<file path="src/rtl/pipeline_ctrl.sv">
// Pipeline hazard/flush/interrupt/halt controller: combinational stage controls
// driven by a 4-state FSM, plus saved return PC and saturating event counters.
`ifndef IM_ADDR_BIT
`define IM_ADDR_BIT 32
`endif

module pipeline_ctrl #(
    parameter int ADDR_W = `IM_ADDR_BIT
) (
    input  logic              clk,
    input  logic              rst_n,
    input  logic              core_en,
    input  logic [4:0]        id_rs,
    input  logic [4:0]        id_rt,
    input  logic              id_rs_used,
    input  logic              id_rt_used,
    input  logic [4:0]        ex_rd,
    input  logic              ex_is_load,
    input  logic              ex_branch_taken,
    input  logic              wb_halt,
    input  logic              resume,
    input  logic              irq_req,
    input  logic              id_valid,
    input  logic [ADDR_W-1:0] id_pc,
    input  logic [ADDR_W-1:0] if_pc,
    output logic              pc_en,
    output logic [1:0]        pc_sel,
    output logic              if_id_en,
    output logic              if_id_stall,
    output logic              if_id_clr_n,
    output logic              id_ex_en,
    output logic              id_ex_clr_n,
    output logic              ex_dm_en,
    output logic              ex_dm_clr_n,
    output logic              dm_wb_en,
    output logic              dm_wb_clr_n,
    output logic              irq_ack,
    output logic [ADDR_W-1:0] epc,
    output logic              halted,
    output logic [15:0]       stall_cnt,
    output logic [15:0]       flush_cnt,
    output logic [1:0]        state_dbg
);

    localparam logic [1:0] RUN        = 2'd0;
    localparam logic [1:0] INT_DRAIN  = 2'd1;
    localparam logic [1:0] INT_VECTOR = 2'd2;
    localparam logic [1:0] HALTED     = 2'd3;

    localparam logic [15:0] CNT_MAX = 16'hFFFF;

    logic [1:0] state;
    logic [1:0] next_state;
    logic [1:0] drain_cnt;
    logic [1:0] drain_next;
    logic       epc_load;
    logic       stall_inc;
    logic       flush_inc;
    logic       hazard;

    assign state_dbg = state;

    assign hazard = ex_is_load && (ex_rd != 5'd0) &&
                    ((id_rs_used && (id_rs == ex_rd)) || (id_rt_used && (id_rt == ex_rd)));

    // Outputs stay at their idle defaults while reset is held, whatever the inputs do.
    always_comb begin
        pc_en       = core_en;
        pc_sel      = 2'd0;
        if_id_en    = core_en;
        if_id_stall = 1'b0;
        if_id_clr_n = 1'b1;
        id_ex_en    = core_en;
        id_ex_clr_n = 1'b1;
        ex_dm_en    = core_en;
        ex_dm_clr_n = 1'b1;
        dm_wb_en    = core_en;
        dm_wb_clr_n = 1'b1;
        irq_ack     = 1'b0;
        halted      = 1'b0;
        next_state  = state;
        drain_next  = drain_cnt;
        epc_load    = 1'b0;
        stall_inc   = 1'b0;
        flush_inc   = 1'b0;

        if (rst_n) begin
            case (state)
                RUN: begin
                    if (ex_branch_taken) begin
                        pc_sel      = 2'd1;
                        if_id_clr_n = 1'b0;
                        id_ex_clr_n = 1'b0;
                        flush_inc   = 1'b1;
                    end else if (irq_req) begin
                        // Entry already bubbles ID/EX, so a pending load-use stall is moot.
                        pc_en       = 1'b0;
                        if_id_clr_n = 1'b0;
                        id_ex_clr_n = 1'b0;
                        epc_load    = 1'b1;
                        drain_next  = 2'd0;
                        next_state  = INT_DRAIN;
                    end else if (hazard) begin
                        pc_en       = 1'b0;
                        if_id_stall = 1'b1;
                        id_ex_clr_n = 1'b0;
                        stall_inc   = 1'b1;
                    end
                end
                INT_DRAIN: begin
                    pc_en       = 1'b0;
                    if_id_clr_n = 1'b0;
                    id_ex_clr_n = 1'b0;
                    drain_next  = drain_cnt + 2'd1;
                    if (drain_cnt == 2'd2) next_state = INT_VECTOR;
                end
                INT_VECTOR: begin
                    pc_sel      = 2'd2;
                    pc_en       = core_en;
                    if_id_clr_n = 1'b0;
                    irq_ack     = 1'b1;
                    next_state  = RUN;
                end
                default: begin
                    pc_en    = 1'b0;
                    if_id_en = 1'b0;
                    id_ex_en = 1'b0;
                    ex_dm_en = 1'b0;
                    dm_wb_en = 1'b0;
                    halted   = 1'b1;
                    if (resume) next_state = RUN;
                end
            endcase

            if (wb_halt && (state != HALTED)) begin
                next_state = HALTED;
                epc_load   = 1'b0;
            end
        end
    end

    always_ff @(posedge clk or negedge rst_n) begin
        if (!rst_n) begin
            state     <= RUN;
            drain_cnt <= 2'd0;
            epc       <= '0;
            stall_cnt <= 16'd0;
            flush_cnt <= 16'd0;
        end else if (core_en) begin
            state     <= next_state;
            drain_cnt <= drain_next;
            if (epc_load) epc <= id_valid ? id_pc : if_pc;
            if (stall_inc && (stall_cnt != CNT_MAX)) stall_cnt <= stall_cnt + 16'd1;
            if (flush_inc && (flush_cnt != CNT_MAX)) flush_cnt <= flush_cnt + 16'd1;
        end
    end

endmodule

</file>
<file path="config.mk">
export PLATFORM = sky130hd
export DESIGN_NAME = pipeline_ctrl
export DESIGN_NICKNAME = d
export VERILOG_FILES = /design/src/rtl/pipeline_ctrl.sv
export SDC_FILE = /design/constraint.sdc
export NUM_CORES = 1
export LEC_CHECK = 0
export CORE_MARGIN = 2
export CORE_UTILIZATION = 38
export DETAILED_ROUTE_END_ITERATION = 12
export PLACE_DENSITY = 0.88
export SLEW_MARGIN = 20
export SYNTH_ARGS = -nofsm -noshare
export SYNTH_HDL_FRONTEND = slang
export SYNTH_SLANG_ARGS = --single-unit
</file>
<file path="constraint.sdc">
create_clock -name clk -period 1.9 [get_ports clk]
set_clock_uncertainty 0.05 [all_clocks]
set_input_delay 0.38 -clock clk [delete_from_list [all_inputs] [get_ports clk]]
set_output_delay 0.38 -clock clk [all_outputs]
set_load 0.005 [all_outputs]
</file>
Yosys cells after proc, flatten, opt, wreduce, memory -nomap -nowiden --
Index checks and enable logic that the tools add are counted.
Operators by class: $add $sub $neg 3, equality and inequality tests 13, mux-type cells 46, reductions and logical operators 19
Operators with widths (number):
- $add A16 B1 Y16 const B | 2
- $mux W32 | 1
- $ne A16 B16 Y1 const B | 2
- $mux W1 | 31
- $mux W2 | 8
- $eq A5 B5 Y1 | 2
- $reduce_bool A5 Y1 | 2
- $ne A3 B3 Y1 const B | 3
- $pmux W2 S2 | 2
- $logic_and A1 B1 Y1 | 7
- $ne A2 B2 Y1 const B | 3
- $pmux W1 S2 | 3
- $pmux W2 S3 | 1
- $reduce_and A2 Y1 | 3
- $reduce_and A6 Y1 | 1
- $reduce_and A5 Y1 | 1
- $eq A2 B2 Y1 const B | 2
- $reduce_or A3 Y1 | 1
- $add A2 B1 Y2 const B | 1
- $eq A2 B1 Y1 const B | 1
- $logic_not A2 Y1 | 1
- $reduce_bool A2 Y1 | 1
- $reduce_or A2 Y1 | 1
- $logic_or A1 B1 Y1 | 1
Storage, ports and cells: register bits 68, input bits 90, logic and storage cells 86

Longest topological paths before layout --
Gate-level depths: netlist of run 1.
word-level depth 11, mapped depth 8

Worst setup path after synthesis of run 1 --
No wires, ideal clock.
path type input to output, start point input port ex_rd[1], end point output port id_ex_clr_n, arrival time 1.693 ns, required time 1.470 ns, path slack -0.223 ns, cell stages on the path 5, path through or4_1 > o21ai_2 > buf_4 > nor2_1 > o221ai_1
Between the ends: longest elaborated chain between the ends 9, elaborated cells on any way between the ends 13, classes of those cells eq/ne (2); mux (5); reduce/logical (6)
Ends and longest elaborated chain:
- from (decl) | line 17 | input logic [4:0] ex_rd,
- $eq A5 B5 Y1 | line 64 | ((id_rs_used && (id_rs == ex_rd)) || (id_rt_used && (id_rt == ex_rd)));
- $logic_and A1 B1 Y1 | line 64
- $logic_or A1 B1 Y1 | line 64
- $logic_and A1 B1 Y1 (*) | line 63 | assign hazard = ex_is_load && (ex_rd != 5'd0) &&
- $mux W1 (*) | line 103 | end else if (hazard) begin
- $mux W1 (*) | line 95 | end else if (irq_req) begin
- $mux W1 (*) | line 90 | if (ex_branch_taken) begin
- $pmux W1 S2 (*) | line 88 | case (state)
- $mux W1 (*) | line 87 | if (rst_n) begin
- to (decl) | line 32 | output logic id_ex_clr_n,
Every way passes the cells marked *; elsewhere a longest branch is shown, timed or not.

Worst setup path in the final report of run 1 --
start point register state[0] (netlist: state_dbg[0]), end point register stall_cnt[1]
Between the ends: longest elaborated chain between the ends 5
Ends and longest elaborated chain:
- from (decl) | line 52 | logic [1:0] state;
- from (signal assigned) | line 150 | state <= next_state;
- $logic_not A2 Y1 | line 88
- $mux W1 | line 88
- $mux W1 | line 87
- $logic_and A1 B1 Y1 | line 153 | if (stall_inc && (stall_cnt != CNT_MAX)) stall_cnt <= stall_cnt + 16'd1;
- $reduce_and A2 Y1 (no line)
- to (signal assigned) | line 153
- to (decl) | line 40 | output logic [15:0] stall_cnt,
No other way between the ends. A chain may end at the register's enable or synchronous reset.

==> results.tsv, run 1 <==
metric	value	unit
non-filler cells, final	733	
Ant. Diodes	0	
WP buf/inv	3	
kind of cell adding the most delay to the critical path	simple AND/OR/NAND/NOR gates	
Top FF cell, synth	dfrtp_1	
critical path's largest stage delay	0.43	ns
Max clock buf depth	2	
clock latency on the worst-skew pair	0.34	ns
EDFF count, synth	0	
critical path, cell by cell	inv_2, ha_4, or3b_4, buf_6, nor2_4, o21ai_4, buf_4, nor3_4, mux2_4	
Port Buffers	167	
Detailed Route Iter0 Violations	119	
first-pass GRT wire length	18.1	mm
FFs w/ async S/R, synth	100	%
CTS tree	built	
Pwr per Cell Area	919	nW/um^2
remaining antenna violation count	0	
R2R Path End	stall_cnt[1]	
largest family of logic cells by synthesized area	simple AND/OR/NAND/NOR gates	
hold slack	0.0593	ns
Via Count	3850	
Startpoint Class	flip-flop	
Core Area	9330	um^2
Final Hold Viols	0	
Remaining DRCs	0	
Leak	3.24	nW
Post-Synth XOR/XNOR Area	8.81	%
Starting Density	39.4	%
post-synthesis mux area share	10.4	%
die area	10500	um^2
GRT Overall Usage	22.2	%
critical path peak fanout	7	
clock-pin slew on the worst setup and hold paths	0.08	ns
post-synthesis adder-cell area fraction	2.72	%
maximum vdd drop	0.609	mV
row count	35	
die height	102	um
Avg Inst Size Synth	10.3	um^2
Overflow after GRT	0	
hpwl dp	8.48	mm
DR vias/cell	5.25	
RSZ-0062 raised after global routing	true	
H-tree depth	3	
compound-cell area share of the yosys netlist	7.96	%
failing checks	setup timing	
TritonCTS sink count	68	
max cap viols	0	
Arr. time, crit path	2.40	ns
HP Class	input port to asynchronous set/reset pin	
Synth Register Bits	68	
initial antenna violation count	0	
post-synthesis sequential area ratio	46.3	%
P&R area growth vs syn	93.2	%
routability cong.	0.816	
minimum clock period	2.22	ns
# nets final	697	
Worst Setup Slack, final	-0.323	ns
post-synthesis cell area	3680	um^2
# placed instances	681	
max frequency	450	MHz
Final Cycle Share	117	%
simple-gate share of the synthesized area	19.8	%
largest net degree at the start of global routing	65	
post-DR wirelength/cell	19.2	um
DRT Pass-1 Iters	4	
critical path class	flip-flop to flip-flop	
Reg2Reg Depth	9	
number of global-route vias before repair	3836	
Slew Viols, Final	0	
final setup vio count	57	
Mapped Cells	356	
DIE WIDTH	102	um
CTS root buf	clkbuf_8	
CP endpoint kind	flip-flop	
CP max-delay cell	or3b_4	
r2r startpoint	state_dbg[0]	
post-synthesis cell type count	48	
status	finished with violations	
# IOs	170	
Required @ worst endpoint	2.08	ns
CTS buffer count	9	
layout cells sized above 1	36.9	%
YS warnings	0	
Post-Route WL	14.1	mm
Worst R2R Setup Slack	-0.32	ns
-- per-stage QoR --
stage / area, um^2 / utilization (%) / setup TNS, ns / worst slack [ns] / power (mW)
after CTS: 6450 / 69.2 / -4.06 / -0.308 / 5.81
after global routing: 7110 / 76.2 / -12.44 / -0.397 / 6.88
after global placement: 5810 / 62.3 / -18.77 / -0.940 / 4.14
after floorplan: 3710 / - / -0.559 / -0.119 / 2.86
after detailed placement: 5810 / 62.3 / -22.19 / -0.988 / 4.27
final: 7110 / 76.2 / -7.38 / -0.323 / 6.53
-- placed cells by master, fill, tap and decap left out, drive strengths merged, types with 9 or more instances in the layout --
cell type	instances
clkdlybuf4s50	138
buf	91
dfrtp	68
nor2	41
a21oi	36
mux2i	35
xor2	27
clkbuf	17
nor4	15
nand2	15
nand3	12
xnor2	10
nand4	9
inv	9
-- cell usage after synthesis (all sizes together), types with 6 or more instances --
library cell	instances	area share, %
clkbuf	9	0.92
xnor2	10	2.4
nand3	12	1.6
dfrtp	68	46
nor3	6	1.1
and3	8	1.4
ha	8	2.7
nor4	15	4.0
a21oi	36	4.9
nand2	15	1.5
xor2	27	6.4
nor2	41	4.3
buf	11	2.2
inv	8	0.82
nand4	9	1.5
mux2i	35	9.5
-- layer usage --
metal / track usage, % / wire, um
met2: 41.3 / 7460
met5: 0 / 0
met4: 8.82 / 436
met3: 4.92 / 973
met1: 24.6 / 5210
-- layout make-up --
cell class,count,area [um^2]
multi-input combinational,261,2530
timing repair buffer,251,2440
fill,587,2220
sequential,68,1700
tap,129,161
clock buffer,11,151
clock inverter,5,82.6
inverter,8,30.0
-- report_power, final --
part / switching (mW) / total (mW) / internal, mW
clock: 0.579 / 1.40 / 0.816
combinational: 1.13 / 2.92 / 1.78
sequential: 0.384 / 2.22 / 1.83
-- worst register-to-register path, delay by kind of cell, from the launching register on --
family | cells | cell delay (ns)
AOI/OAI and AO/OA | 1 | 0.12
adders and majority gates | 1 | 0.14
buffers and inverters | 3 | 0.41
DFF | 1 | 0.41
muxes | 1 | 0.31
and+or+nand+nor | 3 | 0.68
-- timing repair --
| item | CTS | global route |
|---|---|---|
| endpoints found under the setup margin | 30 | 78 |
| hold buffers | 3 | 0 |
| pin swaps | 39 | 31 |
| gates cloned | 0 | 6 |
| endpoints found under the hold margin | 17 | 0 |
| resized for setup | 126 | 131 |
| setup buffers | 17 | 19 |
-- worst max-delay path by stage --
stage | startpoint | to | slack, ns | cells after the start
2_1_floorplan | ex_rd[1] | pc_en | -0.12 | 5
3_3_place_gp | ex_rd[1] | pc_en | -0.94 | 6
3_5_place_dp | ex_rd[1] | id_ex_clr_n | -0.99 | 6
4_1_cts | ex_rd[1] | pc_en | -0.31 | 9
5_1_grt | state_dbg[0] | stall_cnt[6] | -0.40 | 10
6_report | state_dbg[0] | stall_cnt[1] | -0.32 | 9
-- cell families after synthesis --
| logic type | count (synthesis) |
|---|---|
| buf+inv | 28 |
| fa+ha+maj | 8 |
| xor+xnor | 37 |
| mux | 38 |
| other cells | 1 |
| compound gates | 49 |
| flops | 68 |
| simple gates | 127 |
-- state kept, by name, summed over array words and instances (netlist names) --
name	cells
drain_cnt	2
flush_cnt	16
state_dbg	2
epc	32
stall_cnt	16
No activity file was read; power rests on OpenSTA's default activity.
==> run 2, diff against run 1 <==
--- a/config.mk
+++ b/config.mk
@@ -5,10 +5,13 @@
 export SDC_FILE = /design/constraint.sdc
 export NUM_CORES = 1
 export LEC_CHECK = 0
+export CELL_PAD_IN_SITES_DETAIL_PLACEMENT = 1
+export CELL_PAD_IN_SITES_GLOBAL_PLACEMENT = 2
 export CORE_MARGIN = 2
-export CORE_UTILIZATION = 38
+export CORE_UTILIZATION = 22
 export DETAILED_ROUTE_END_ITERATION = 12
-export PLACE_DENSITY = 0.88
+export PLACE_DENSITY = 0.87
+export SKIP_CTS_REPAIR_TIMING = 1
 export SLEW_MARGIN = 20
 export SYNTH_ARGS = -nofsm -noshare
 export SYNTH_HDL_FRONTEND = slang
==> results.tsv, run 2 (synthesis results as in run 1) <==
metric	value	unit
Post-Route WL	14.3	mm
clock latency on the worst-skew pair	0.33	ns
initial antenna violation count	0	
most frequent cells in the layout	136 x clkdlybuf4s50_1, 68 x dfrtp_1, 62 x buf_4	
Ant. Diodes	0	
CP endpoint kind	flip-flop	
layout cells sized above 1	30.5	%
largest net degree at the start of global routing	65	
Final Cycle Share	115	%
row count	47	
TritonCTS sink count	68	
maximum vdd drop	0.651	mV
first-pass GRT wire length	19.1	mm
critical path class	flip-flop to flip-flop	
critical path peak fanout	6	
max frequency	456	MHz
Largest regs	epc: 32 flops, flush_cnt: 16 flops, stall_cnt: 16 flops	
final setup vio count	59	
CTS root buf	clkbuf_16	
Setup TNS	-5.75	ns
pre-CTS setup slack	-0.968	ns
HP Class	input port to asynchronous set/reset pin	
RSZ-0062 raised after global routing	true	
Biggest register	epc	
Required @ worst endpoint	2.11	ns
Detailed Route Iter0 Violations	62	
Core Area	16500	um^2
DRT Pass-1 Iters	4	
Remaining DRCs	0	
non-filler cells, final	824	
hold slack	0.227	ns
max reg flops	32	
CTS tree	built	
Startpoint Class	flip-flop	
status	finished with violations	
hpwl dp	9.34	mm
Final Hold Viols	0	
Pwr per Cell Area	942	nW/um^2
Max clock buf depth	2	
P&R area growth vs syn	91.4	%
most common cell after layout, fill and taps aside	clkdlybuf4s50_1	
R2R Path End	stall_cnt[14]	
Overflow after GRT	0	
number of global-route vias before repair	3775	
post-DR wirelength/cell	17.3	um
remaining antenna violation count	0	
Port Buffers	167	
# nets final	697	
Leak	3.30	nW
clock-pin slew on the worst setup and hold paths	0.06	ns
H-tree depth	3	
max cap viols	0	
Via Count	3732	
Worst Setup Slack, final	-0.292	ns
r2r startpoint	state_dbg[1]	
# placed instances	775	
die height	133	um
Reg2Reg Depth	9	
Pwr Total	6.63	mW
minimum clock period	2.19	ns
GRT Overall Usage	13.3	%
failing checks	setup timing	
Starting Density	22.3	%
# IOs	170	
Slew Viols, Final	0	
Worst R2R Setup Slack	-0.29	ns
Arr. time, crit path	2.40	ns
DIE WIDTH	133	um
DR vias/cell	4.53	
routability cong.	0.777	
CTS buffer count	9	
die area	17800	um^2
-- run 2: changes by cell type in the layout (fill, tap and decap cells not counted), sizes merged --
cell and change:
dlygate4sd3 -1, o21ai +1, clkdlybuf4s50 -2, clkdlybuf4s15 -7, clkbuf +3, inv -1, dlygate4sd2 -5, dlymetal6s2s +12
buf -3, clkinvlp +2, bufinv +1
-- run 2: area by class of cell --
cell class / instances / area (um^2)
clock inverter: 7 / 115
sequential: 68 / 1700
multi-input combinational: 262 / 2270
fill: 1789 / 9430
timing repair buffer: 250 / 2420
clock buffer: 9 / 225
inverter: 8 / 30.0
tap: 220 / 275
-- run 2: critical path, stage by stage (launching register included) --
cell and delay (ns):
dfrtp_1 0.41, inv_2 0.10, ha_4 0.14, or3b_4 0.42, buf_6 0.14, nor2_4 0.16
o21ai_4 0.14, buf_4 0.18, nor4_4 0.22, xor2_1 0.17
-- run 2: worst max path at each step --
stage                       startpoint            end  slack, ns  depth (start not counted)
final                     state_dbg[1]  stall_cnt[14]      -0.29                          9
after global routing      state_dbg[1]  stall_cnt[14]      -0.39                          9
after CTS                     ex_rd[1]    id_ex_clr_n      -0.98                          6
after detailed placement      ex_rd[1]    id_ex_clr_n      -0.97                          6
after global placement        ex_rd[1]          pc_en      -0.91                          6
after floorplan               ex_rd[1]          pc_en      -0.12                          5
-- run 2: through the flow --
stage / area [um^2] / util, %
final: 7040 / 42.8
after CTS: 6290 / 38.2
after global placement: 5950 / 36.1
after detailed placement: 5950 / 36.1
after floorplan: 3710 / -
after global routing: 7040 / 42.8
-- run 2: metal layers --
metal	global-route usage (%)	routed length [um]
met1	16.0	5840
met4	4.96	195
met2	22.8	7460
met5	0	0
met3	3.65	786
-- run 2: where the power goes --
part	switching (mW)	internal (mW)	total [mW]
Combinational	1.03	1.60	2.63
Clock	0.648	1.28	1.92
Sequential	0.240	1.84	2.08
Total	1.92	4.71	6.63
==> run 3, diff against run 2 <==
--- a/config.mk
+++ b/config.mk
@@ -5,12 +5,15 @@
 export SDC_FILE = /design/constraint.sdc
 export NUM_CORES = 1
 export LEC_CHECK = 0
+export ABC_CLOCK_PERIOD_IN_PS = 1900
 export CELL_PAD_IN_SITES_DETAIL_PLACEMENT = 1
 export CELL_PAD_IN_SITES_GLOBAL_PLACEMENT = 2
 export CORE_MARGIN = 2
-export CORE_UTILIZATION = 22
+export CORE_UTILIZATION = 33
 export DETAILED_ROUTE_END_ITERATION = 12
-export PLACE_DENSITY = 0.87
+export DONT_BUFFER_PORTS = 1
+export PLACE_DENSITY = 0.85
+export REMOVE_ABC_BUFFERS = 1
 export SKIP_CTS_REPAIR_TIMING = 1
 export SLEW_MARGIN = 20
 export SYNTH_ARGS = -nofsm -noshare
==> results.tsv, run 3 (synthesis results as in run 1) <==
metric	value	unit
status	finished with violations	
failing checks	hold timing, setup timing	
power share of the sequential group	46.9	%
met2 Usage GRT	29.3	%
max cap viols	0	
Worst R2R Setup Slack	-0.20	ns
Ant. Diodes	0	
CP endpoint kind	output pin	
layout cells sized above 1	28.4	%
Largest regs	epc: 32 flops, flush_cnt: 16 flops, stall_cnt: 16 flops	
Core Area	10800	um^2
hold slack	-0.331	ns
placed inst area	4110	um^2
P_int	3.07	mW
# placed instances	522	
Pwr Total	4.59	mW
H-tree depth	3	
# nets final	508	
Remaining DRCs	0	
Fillers	1190	
clock power share	25.6	%
Net Sw Power	1.51	mW
most common cell after layout, fill and taps aside	dfrtp_1	
max reg flops	32	
Detailed Route Iter0 Violations	94	
HP Class	input port to asynchronous set/reset pin	
non-filler cells, final	555	
hpwl dp	7.26	mm
GRT Overall Usage	16.0	%
Final Cycle Share	115	%
Starting Density	33.9	%
Overflow after GRT	0	
Startpoint Class	flip-flop	
final setup vio count	24	
P&R area growth vs syn	29.1	%
die height	110	um
initial antenna violation count	0	
maximum vdd drop	0.414	mV
die area	12000	um^2
Post-Route WL	10.5	mm
Biggest register	epc	
area of the multi-input gates	2130	um^2
Arr. time, crit path	1.75	ns
pre-CTS setup slack	-0.277	ns
CTS buffer count	9	
register area	1700	um^2
Leak	2.29	nW
# IOs	170	
Via Count	2896	
row count	38	
Required @ worst endpoint	1.47	ns
Port Buffers	0	
most frequent cells in the layout	68 x dfrtp_1, 52 x buf_4, 39 x nor2_1	
minimum clock period	2.18	ns
DR vias/cell	5.22	
met3 GRT Util	4.68	%
DIE WIDTH	110	um
Design Area, Final	4750	um^2
post-DR wirelength/cell	19.0	um
number of global-route vias before repair	3015	
remaining antenna violation count	0	
max frequency	459	MHz
largest net degree at the start of global routing	81	
RSZ-0062 raised after global routing	true	
Sw Share	33.0	%
Pwr per Cell Area	966	nW/um^2
critical path class	flip-flop to output pin	
TritonCTS sink count	68	
first-pass GRT wire length	14.8	mm
routing usage on met1	17.2	%
combinational share of power	27.4	%
clock-pin slew on the worst setup and hold paths	0.07	ns
clock latency on the worst-skew pair	0.35	ns
CTS root buf	clkbuf_8	
Max clock buf depth	2	
Slew Viols, Final	0	
Worst Setup Slack, final	-0.276	ns
GRT busiest layer	met2	
routability cong.	0.816	
Final Hold Viols	68	
CTS tree	built	
DRT Pass-1 Iters	4	
critical path peak fanout	3	
run 3: changes by cell type in the layout (fill, tap and decap cells not counted), moves of 3 or more:
cell,delta
buf_12,-3
buf_2,-6
buf_4,-10
buf_6,-9
clkbuf_16,-11
clkbuf_2,-8
clkbuf_8,+9
clkdlybuf4s50_1,-136
dlymetal6s2s_1,-13
nand2_1,+3
nor2_1,+8
nor2_2,-8
xor2_1,+5
xor2_2,-5
run 3: power by group through the flow:
| stage | logic, mW | clock network, mW | registers (mW) |
|---|---|---|---|
| floorplan | 0.697 | 0 | 2.11 |
| global placement | 0.961 | 0 | 2.16 |
| detailed placement | 1.03 | 0 | 2.19 |
| CTS | 1.03 | 1.21 | 2.16 |
| global route | 1.42 | 1.29 | 2.21 |
| finish | 1.26 | 1.18 | 2.15 |
run 3: cell type report:
class	count	share of cell area, %
multi-input combinational	262	45.0
sequential	68	35.8
timing repair buffer	61	11.0
tap	140	3.69
clock buffer	11	2.77
clock inverter	5	1.11
inverter	8	0.632
run 3: stage by stage:
| step | util [%] | TNS, ns |
|---|---|---|
| after global placement | 37.9 | -0.871 |
| final | 43.8 | -2.79 |
| after global routing | 43.8 | -5.16 |
| after CTS | 39.6 | -3.79 |
| after detailed placement | 37.9 | -2.45 |
| after floorplan | - | -45.20 |
run 3: final timing paths:
check / start / to / cells after the start
max in group asynchronous: rst_n / flush_cnt[0] / 0
worst min register to register: drain_cnt[0] / drain_cnt[0] / 2
min in group clk: if_pc[20] / epc[20] / 2
worst max-delay path: state_dbg[1] / if_id_stall / 6
worst max register to register: state_dbg[1] / stall_cnt[8] / 10
worst min-delay path: rst_n / epc[15] / 0
run 3: critical path: stages (launching register included):
cell	delay [ns]
dfrtp_1	0.40
inv_2	0.09
ha_4	0.13
or3b_4	0.38
buf_6	0.14
nor4_4	0.11
buf_4	0.15
run 3: per-layer routing:
layer | vias to the layer above | part of all wire, %
li1 | 1354 | -
met2 | 111 | 53
met3 | 9 | 7.8
met4 | 0 | 1.1
met1 | 1422 | 38
met5 | - | 0
